`src/rtl/u_enc_if.sv`:
```
// Streaming handshake bundle for the unary encoder: count/form in, unary word out.
interface u_enc_if #(
  parameter int unsigned W           = 16,
  parameter int unsigned P_ERR_CNT_W = 8
);
  localparam int unsigned CW = $clog2(W + 1);

  logic                   i_in_vld;
  logic [CW-1:0]          i_in_cnt;
  logic                   i_in_compliment;
  logic                   o_in_rdy;
  logic                   o_out_vld;
  logic [W-1:0]           o_out_x;
  logic                   o_out_is_compliment;
  logic                   o_out_err;
  logic                   i_out_rdy;
  logic [P_ERR_CNT_W-1:0] o_err_cnt;

  // Producer/consumer side driving the encoder.
  modport master (
    output i_in_vld, i_in_cnt, i_in_compliment, i_out_rdy,
    input  o_in_rdy, o_out_vld, o_out_x, o_out_is_compliment, o_out_err, o_err_cnt
  );

  // The encoder itself.
  modport slave (
    input  i_in_vld, i_in_cnt, i_in_compliment, i_out_rdy,
    output o_in_rdy, o_out_vld, o_out_x, o_out_is_compliment, o_out_err, o_err_cnt
  );
endinterface

```
`src/rtl/u_enc.sv`:
```
// Binary-to-unary (thermometer) encoder with a 2-entry output skid buffer
// and a saturating out-of-range counter.
module u_enc #(
  parameter int unsigned W                     = 16,
  parameter int unsigned P_ADMIT_COMPLIMENT_EN = 1,
  parameter int unsigned P_ERR_CNT_W           = 8
) (
  input  logic   clk,
  input  logic   rst,
  u_enc_if.slave bus
);
  localparam int unsigned   CW    = $clog2(W + 1);
  localparam logic [CW-1:0] W_CNT = CW'(W);

  typedef enum logic [1:0] {
    S_EMPTY = 2'd0,
    S_ONE   = 2'd1,
    S_FULL  = 2'd2
  } state_e;

  state_e                 state_q, state_d;
  logic [W-1:0]           head_x_q, head_x_d, tail_x_q, tail_x_d;
  logic                   head_cmp_q, head_cmp_d, tail_cmp_q, tail_cmp_d;
  logic                   head_err_q, head_err_d, tail_err_q, tail_err_d;
  logic [P_ERR_CNT_W-1:0] err_cnt_q, err_cnt_d;
  logic                   in_rdy_q, in_rdy_d;
  logic                   out_vld_q, out_vld_d;

  logic                   enc_err_c;
  logic [CW-1:0]          enc_k_c;
  logic [W-1:0]           code_c;
  logic [W-1:0]           enc_x_c;
  logic                   enc_cmp_c;
  logic                   push_c;
  logic                   pop_c;

  // Combinational encode of the incoming word (count clamped to W).
  always_comb begin
    code_c    = '0;
    enc_err_c = (bus.i_in_cnt > W_CNT);
    enc_k_c   = enc_err_c ? W_CNT : bus.i_in_cnt;
    enc_cmp_c = bus.i_in_compliment & (P_ADMIT_COMPLIMENT_EN != 0);
    for (int i = 0; i < W; i++) begin
      code_c[i] = (CW'(i) < enc_k_c);
    end
    enc_x_c   = enc_cmp_c ? ~code_c : code_c;
  end

  assign push_c = bus.i_in_vld & in_rdy_q;
  assign pop_c  = out_vld_q & bus.i_out_rdy;

  // Next-state for the skid buffer, handshake flags and error counter.
  always_comb begin
    state_d    = state_q;
    head_x_d   = head_x_q;
    head_cmp_d = head_cmp_q;
    head_err_d = head_err_q;
    tail_x_d   = tail_x_q;
    tail_cmp_d = tail_cmp_q;
    tail_err_d = tail_err_q;
    err_cnt_d  = err_cnt_q;

    case (state_q)
      S_EMPTY: begin
        if (push_c) begin
          head_x_d   = enc_x_c;
          head_cmp_d = enc_cmp_c;
          head_err_d = enc_err_c;
          state_d    = S_ONE;
        end
      end
      S_ONE: begin
        if (push_c && pop_c) begin
          head_x_d   = enc_x_c;
          head_cmp_d = enc_cmp_c;
          head_err_d = enc_err_c;
        end else if (push_c) begin
          tail_x_d   = enc_x_c;
          tail_cmp_d = enc_cmp_c;
          tail_err_d = enc_err_c;
          state_d    = S_FULL;
        end else if (pop_c) begin
          state_d    = S_EMPTY;
        end
      end
      S_FULL: begin
        // Input is stalled here, so only a pop can occur.
        if (pop_c) begin
          head_x_d   = tail_x_q;
          head_cmp_d = tail_cmp_q;
          head_err_d = tail_err_q;
          state_d    = S_ONE;
        end
      end
      default: state_d = S_EMPTY;
    endcase

    if (push_c && enc_err_c && (err_cnt_q != '1)) begin
      err_cnt_d = err_cnt_q + P_ERR_CNT_W'(1);
    end

    in_rdy_d  = (state_d != S_FULL);
    out_vld_d = (state_d != S_EMPTY);
  end

  // State register with synchronous reset.
  always_ff @(posedge clk) begin
    if (rst) begin
      state_q    <= S_EMPTY;
      head_x_q   <= '0;
      head_cmp_q <= 1'b0;
      head_err_q <= 1'b0;
      tail_x_q   <= '0;
      tail_cmp_q <= 1'b0;
      tail_err_q <= 1'b0;
      err_cnt_q  <= '0;
      in_rdy_q   <= 1'b1;
      out_vld_q  <= 1'b0;
    end else begin
      state_q    <= state_d;
      head_x_q   <= head_x_d;
      head_cmp_q <= head_cmp_d;
      head_err_q <= head_err_d;
      tail_x_q   <= tail_x_d;
      tail_cmp_q <= tail_cmp_d;
      tail_err_q <= tail_err_d;
      err_cnt_q  <= err_cnt_d;
      in_rdy_q   <= in_rdy_d;
      out_vld_q  <= out_vld_d;
    end
  end

  assign bus.o_in_rdy            = in_rdy_q;
  assign bus.o_out_vld           = out_vld_q;
  assign bus.o_out_x             = head_x_q;
  assign bus.o_out_is_compliment = head_cmp_q;
  assign bus.o_out_err           = head_err_q;
  assign bus.o_err_cnt           = err_cnt_q;
endmodule
```
`src/flat_wrapper.sv`:
```
// flat-port wrapper written by rule: the top's interface ports become plain ports
module u_enc_flat 
#(
  parameter int unsigned W                     = 16,
  parameter int unsigned P_ADMIT_COMPLIMENT_EN = 1,
  parameter int unsigned P_ERR_CNT_W           = 8
)
  (clk, rst, bus_i_in_vld, bus_i_in_cnt, bus_i_in_compliment, bus_i_out_rdy, bus_o_in_rdy, bus_o_out_vld, bus_o_out_x, bus_o_out_is_compliment, bus_o_out_err, bus_o_err_cnt);
  u_enc_if #(.W(W), .P_ERR_CNT_W(P_ERR_CNT_W)) bus_i ();
  input  logic clk;
  input  logic rst;
  input wire logic [$bits(bus_i.i_in_vld)-1:0] bus_i_in_vld;
  input wire logic [$bits(bus_i.i_in_cnt)-1:0] bus_i_in_cnt;
  input wire logic [$bits(bus_i.i_in_compliment)-1:0] bus_i_in_compliment;
  input wire logic [$bits(bus_i.i_out_rdy)-1:0] bus_i_out_rdy;
  output wire logic [$bits(bus_i.o_in_rdy)-1:0] bus_o_in_rdy;
  output wire logic [$bits(bus_i.o_out_vld)-1:0] bus_o_out_vld;
  output wire logic [$bits(bus_i.o_out_x)-1:0] bus_o_out_x;
  output wire logic [$bits(bus_i.o_out_is_compliment)-1:0] bus_o_out_is_compliment;
  output wire logic [$bits(bus_i.o_out_err)-1:0] bus_o_out_err;
  output wire logic [$bits(bus_i.o_err_cnt)-1:0] bus_o_err_cnt;
  assign bus_i.i_in_vld = bus_i_in_vld;
  assign bus_i.i_in_cnt = bus_i_in_cnt;
  assign bus_i.i_in_compliment = bus_i_in_compliment;
  assign bus_i.i_out_rdy = bus_i_out_rdy;
  assign bus_o_in_rdy = bus_i.o_in_rdy;
  assign bus_o_out_vld = bus_i.o_out_vld;
  assign bus_o_out_x = bus_i.o_out_x;
  assign bus_o_out_is_compliment = bus_i.o_out_is_compliment;
  assign bus_o_out_err = bus_i.o_out_err;
  assign bus_o_err_cnt = bus_i.o_err_cnt;
  u_enc #(.W(W), .P_ADMIT_COMPLIMENT_EN(P_ADMIT_COMPLIMENT_EN), .P_ERR_CNT_W(P_ERR_CNT_W)) u_core (.clk(clk), .rst(rst), .bus(bus_i));
endmodule
```
`config.mk`:
```
export PLATFORM = sky130hd
export DESIGN_NAME = u_enc_flat
export DESIGN_NICKNAME = d
export VERILOG_FILES = /design/src/rtl/u_enc_if.sv /design/src/rtl/u_enc.sv /design/src/flat_wrapper.sv
export SDC_FILE = /design/constraint.sdc
export NUM_CORES = 1
export LEC_CHECK = 0
export BUFFER_PORTS_ARGS = -buffer_cell sky130_fd_sc_hd__buf_2
export CAP_MARGIN = 20
export CORE_MARGIN = 3
export CORE_UTILIZATION = 35
export DETAILED_ROUTE_END_ITERATION = 8
export PLACE_DENSITY = 0.54
export SLEW_MARGIN = 20
export SYNTH_ARGS = -nofsm -noshare
export SYNTH_HDL_FRONTEND = slang
export SYNTH_SLANG_ARGS = --single-unit
```
`constraint.sdc`:
```
create_clock -name clk -period 1.9 [get_ports clk]
set_input_delay 0.095 -clock clk [delete_from_list [all_inputs] [get_ports clk]]
set_output_delay 0.095 -clock clk [all_outputs]
set_load 0.05 [all_outputs]
```
==> results.toml, run 1 <==
[status]
status = "completed"

[sta]
worst_pin_slew_ps = 520
tns_ps = 0
setup_viol_count_final = 0
layout_min_cycle_time_ps = 1720
finClkSkew_ps = 4.13
setup_ws_ps = 183
fmax_mhz = 582
slew_violations = 0
hold_violations = 0
period_share_pct = 90.4
rsz0062_at_grt = "false"
relSlewSlack_pct = 64.4

[cts]
clockBufferDepth = 2
cts_tree = "done"
clock-root-buffer = "clkbuf_8"
cts.repair.resized = 0
insertion_delay_ps = 290
clkTransAtPathRegs_ps = 80
cts_inserted_buffers = 5
cts_sinks = 48
h-tree-depth = 2
post_cts_buffers = 0
ctsHoldBuffers = 0

[setup_path]
slowest_stage = "or4_1"
regToRegSetupSlack_ps = 180
required_ps = 2120
cpPeakStageDelay_ps = 520
worstPathArrival_ps = 1940
rr_endpoint = "u_core.bus.o_err_cnt[7]"
setup.worst_path.start = "u_core.bus.o_err_cnt[0]"
cp_max_fo = 14
end_kind = "flip-flop"
r2r_start = "u_core.bus.o_err_cnt[0]"
start_kind = "flip-flop"
worstSetupPathType = "reg2reg"
worst-r2r-cell-count = 5
crit_chain = "ha_1, nand3_1, o2111ai_4, or4_1, a21oi_1"
cp-endpoint = "u_core.bus.o_err_cnt[7]"

[grt]
grt_max_degree = 37
grt_overflow = 0
antenna_found_initial = 0
grt_pass1_wl_um = 9130
grt_use_total_pct = 14.9
top_usage_layer = "met2"
grt_use_met1_pct = 21.2
gr-usage-met2_pct = 22.9
use_met3_pct = 2.46
grt_pass1_vias = 1915

[logic_synthesis]
synth.area.top_cells = "dfxtp_1 (42%), nand2_1 (9.9%), a311oi_1 (6.5%)"
syn_area_per_cell_um2 = 7.98
ys_top_cells_by_count = "nand2_1 (61), dfxtp_1 (48), a21oi_1 (27)"
synth_top_area_share_pct = 41.6
synth_warnings = 0
synth_top_cell_by_area = "dfxtp_1"
netlist_instances = 289
synthArstFlopShare_pct = 0
yosysMostFrequentCell = "nand2_1"
ys_seq_area_share_pct = 41.6
synth_edf_count = 0
syn-num-nets = 300
synth_ff_type = "dfxtp_1"
synth-seq-cells = 48
synth_cell_types = 44
synth_area_um2 = 2310

[finish]
drive_gt1_share_pct = 19.0
fin_nets = 331
syn_to_final_growth_pct = 15.1
diodes = 0
fill_cells = 657

[route]
drt_wl_total_um = 5300
drtPass1Iterations = 4
drt-initial-drc-count = 110
via_per_inst = 5.17
wl_per_cell_um = 13.4
num_vias = 2049
ant_nets = 0
drc = 0

[die]
die_area_um2 = 7600
std_cell_rows = 28
die_h_um = 87.2
fp.dieW_um = 87.2
ios = 38
initial_core_util_pct = 37.4
coreArea_um2 = 6170

[power]
p_total_mw = 2.61
power.leakage_nw = 1.01
p_per_area_nw_per_um2 = 982
vdd_ir_drop_max_mv = 0.483

[placed_design]
gp_congestion = 0.739
post-dp-hpwl_um = 3690
place_ws_ps = 131
port_buffers = 37

[hold_path]
hp-class = "in2reg"

[run]
maxCapViolCount = 0
[cell type report]
type | instances | area (um2) | share of cell area (%)
Clock buffer | 8 | 90.1 | 3.39
Inverter | 3 | 11.3 | 0.424
Multi-Input combinational cell | 215 | 1240 | 46.7
Sequential cell | 48 | 961 | 36.2
Tap cell | 75 | 93.8 | 3.53
Timing Repair Buffer | 47 | 260 | 9.80
[power breakdown]
group | leakage [nW] | internal (mW) | switching (mW)
logic | 0.573 | 0.231 | 0.565
registers | 0.393 | 1.12 | 0.0699
clock network | 0.0455 | 0.297 | 0.326
total | 1.01 | 1.64 | 0.962
[kinds of logic (layout without fill, tap and decap cells)]
| family | count (synthesis) | after routing | share of synthesized area (%) |
|---|---|---|---|
| simple gates | 123 | 123 | 23.9 |
| compound gates | 79 | 79 | 24.1 |
| flops | 48 | 48 | 41.6 |
| buf+inv | 26 | 58 | 5.15 |
| xor+xnor | 10 | 10 | 3.80 |
| mux | 2 | 2 | 0.868 |
| fa+ha+maj | 1 | 1 | 0.542 |
[state kept, by name, summed over array words and instances (netlist names)]
signal,flops
u_core.bus.o_err_cnt,8
u_core.bus.o_in_rdy,1
u_core.bus.o_out_err,1
u_core.bus.o_out_is_compliment,1
u_core.bus.o_out_vld,1
u_core.bus.o_out_x,16
u_core.state_q,2
u_core.tail_cmp_q,1
u_core.tail_err_q,1
u_core.tail_x_q,16
[how the worst min path moves through the flow]
stage	startpoint	to	slack, ps	cells past startpoint
2_1_floorplan	rst	u_core.bus.o_in_rdy	230	1
3_3_place_gp	rst	u_core.bus.o_err_cnt[1]	430	2
3_5_place_dp	rst	u_core.bus.o_err_cnt[1]	440	2
4_1_cts	rst	u_core.bus.o_err_cnt[1]	120	2
5_1_grt	bus_i_out_rdy	u_core.bus.o_in_rdy	140	2
6_report	rst	u_core.bus.o_err_cnt[1]	130	2
[layout by cell type, fill, tap and decap left out, types with 3 or more instances in the layout]
cell type  count
a211oi_1       4
a21bo_2        3
a21oi_1       27
a311oi_1      17
buf_2         37
buf_4         10
clkbuf_8       6
dfxtp_1       48
inv_1          3
nand2_1       61
nand3_1       14
nor2_1        24
nor3_1         3
nor4_1         3
o21ai_0        7
o31ai_1        4
or3_1          4
or4_1          4
xnor2_1        9
[worst max-delay path: cells and delay by family, from the launching register on]
family                   cells  cell delay [ps]
AO/OA/AOI/OAI                2              400
flip-flops                   1              340
adder cells (fa/ha/maj)      1              250
AND/OR/NAND/NOR              2              660
[layer usage]
layer | share of wire, % | vias up
met5 | 0 | -
met4 | 0.89 | 0
met3 | 3.5 | 4
met2 | 42 | 33
met1 | 53 | 918
li1 | - | 1094
[metrics by stage]
| step | utilization, % | std cells | hold WS [ps] | cell area (um2) |
|---|---|---|---|---|
| final | 43.1 | 396 | 130 | 2660 |
| after global routing | 43.1 | 396 | 139 | 2660 |
| after CTS | 42.9 | 396 | 118 | 2640 |
| after detailed placement | 41.4 | 388 | 439 | 2550 |
| after global placement | 41.4 | 388 | 426 | 2550 |
| after floorplan | - | 289 | 227 | 2310 |
No activity file was read; power rests on OpenSTA's default activity.
==> run 2: changes to the inputs <==
--- a/config.mk
+++ b/config.mk
@@ -10,7 +10,6 @@
 export CORE_MARGIN = 3
 export CORE_UTILIZATION = 35
 export DETAILED_ROUTE_END_ITERATION = 8
-export PLACE_DENSITY = 0.54
 export SLEW_MARGIN = 20
 export SYNTH_ARGS = -nofsm -noshare
 export SYNTH_HDL_FRONTEND = slang
==> run 2 against run 1 <==
- flip-flop and latch count is the same
- non-clock buffer count decreased by 2
- sequential power hardly changed
- final cell count shrank 0.51%
- via count grew 2.6%
- clock-buffer cell count shrank 2
- sequential share of layout area shrank 0.20 points
- power increased by 3.5%
- register-to-register slack improved by 20 ps
- critical path type unchanged
- largest power group unchanged
==> results.toml, run 2 (synthesized netlist as in run 1, its figures left out) <==
[die]
die_area_um2 = 7600
fp.dieW_um = 87.2
ios = 38
std_cell_rows = 28
coreArea_um2 = 6170
initial_core_util_pct = 37.4
die_h_um = 87.2

[cts]
insertion_delay_ps = 290
clock-root-buffer = "clkbuf_8"
h-tree-depth = 2
ctsHoldBuffers = 0
cts_tree = "done"
clockBufferDepth = 2
cts_inserted_buffers = 5
clkTransAtPathRegs_ps = 80
cts_sinks = 48

[sta]
tns_ps = 0
finClkSkew_ps = 4.51
worst_pin_slew_ps = 585
layout_min_cycle_time_ps = 1700
period_share_pct = 89.5
rsz0062_at_grt = "false"
slew_violations = 0
hold_violations = 0
fmax_mhz = 588
hold_ws_ps = 133
setup_ws_ps = 199
relSlewSlack_pct = 60.0
setup_viol_count_final = 0

[route]
drt_wl_total_um = 5150
drt-initial-drc-count = 69
drc = 0
num_vias = 2102
wl_per_cell_um = 13.1
drtPass1Iterations = 5
ant_nets = 0
via_per_inst = 5.34

[finish]
mostFrequentLayoutCells = "nand2_1 (61), dfxtp_1 (48), buf_2 (37)"
diodes = 0
multi_input_area_um2 = 1240
final-seq-area_um2 = 961
final_util_pct = 43.3
final_common_cell = "nand2_1"
drive_gt1_share_pct = 18.8
fill_cells = 634
syn_to_final_growth_pct = 15.7
fin_nets = 329

[power]
vdd_ir_drop_max_mv = 0.460
p_per_area_nw_per_um2 = 1010
power.leakage_nw = 1.02

[placed_design]
gp_congestion = 0.792
port_buffers = 37
post-dp-hpwl_um = 3550
place_ws_ps = 133

[grt]
grt_pass1_wl_um = 9010
grt_use_total_pct = 14.6
grt_overflow = 0
grt_max_degree = 38
antenna_found_initial = 0
grt_pass1_vias = 1999

[setup_path]
end_kind = "flip-flop"
start_kind = "flip-flop"
cp_max_fo = 14
regToRegSetupSlack_ps = 200
worstPathArrival_ps = 1930
required_ps = 2130
worstSetupPathType = "reg2reg"

[status]
status = "completed"

[run]
maxCapViolCount = 0

[hold_path]
hp-class = "in2reg"
-- run 2: cell types whose count changed in the layout (fill, tap and decap cells not counted) --
cell / change
bufinv_16: +1
clkbuf_1: -1
buf_4: -3
clkbuf_8: -1
clkinv_2: +1
buf_12: +1
-- run 2: routing by layer --
layer	global-route usage, %	vias up	routed length [um]
met5	0	-	0
met4	4.74	0	51
met3	3.03	4	153
met2	24.8	24	2420
met1	18.3	983	2520
li1	-	1091	-
-- run 2: power by group --
group	total, mW	switching, mW	leakage (nW)	internal, mW
Combinational	0.796	0.563	0.568	0.234
Sequential	1.18	0.0679	0.393	1.12
Clock	0.717	0.326	0.0552	0.391
Total	2.70	0.957	1.02	1.74
-- run 2: area by class of cell --
class | count | share of cell area (%)
Tap cell | 75 | 3.51
Clock buffer | 6 | 2.72
Inverter | 3 | 0.422
Timing Repair Buffer | 45 | 9.65
Clock inverter | 2 | 1.31
Sequential cell | 48 | 36.0
Multi-Input combinational cell | 215 | 46.4
-- run 2: repair_timing --
item                                   in CTS  in global routing
endpoints found under the hold margin       0                  0
gates resized for setup                     0                  1
setup buffers                               0                  0
setup endpoints to repair                   0                  2
-- run 2: worst max-delay path, stage by stage, from the launching register on --
cell,delay (ps)
dfxtp_1,340
ha_1,250
nand3_1,140
o2111ai_4,230
or4_1,540
a21oi_1,150
-- run 2: path summary, 6_finish.rpt --
path / startpoint / to / depth (start not counted)
worst max register to register: u_core.bus.o_err_cnt[0] / u_core.bus.o_err_cnt[7] / 5
worst min-delay path: rst / u_core.bus.o_err_cnt[0] / 2
worst max-delay path: u_core.bus.o_err_cnt[0] / u_core.bus.o_err_cnt[7] / 5
worst min register to register: u_core.tail_cmp_q / u_core.tail_cmp_q / 2
-- run 2: stage by stage --
stage	instances	total power [mW]	instance area (um2)
6_report	394	2.70	2670
2_1_floorplan	289	1.82	2310
3_3_place_gp	386	2.00	2550
3_5_place_dp	386	2.01	2550
4_1_cts	394	2.73	2660
5_1_grt	394	2.86	2670
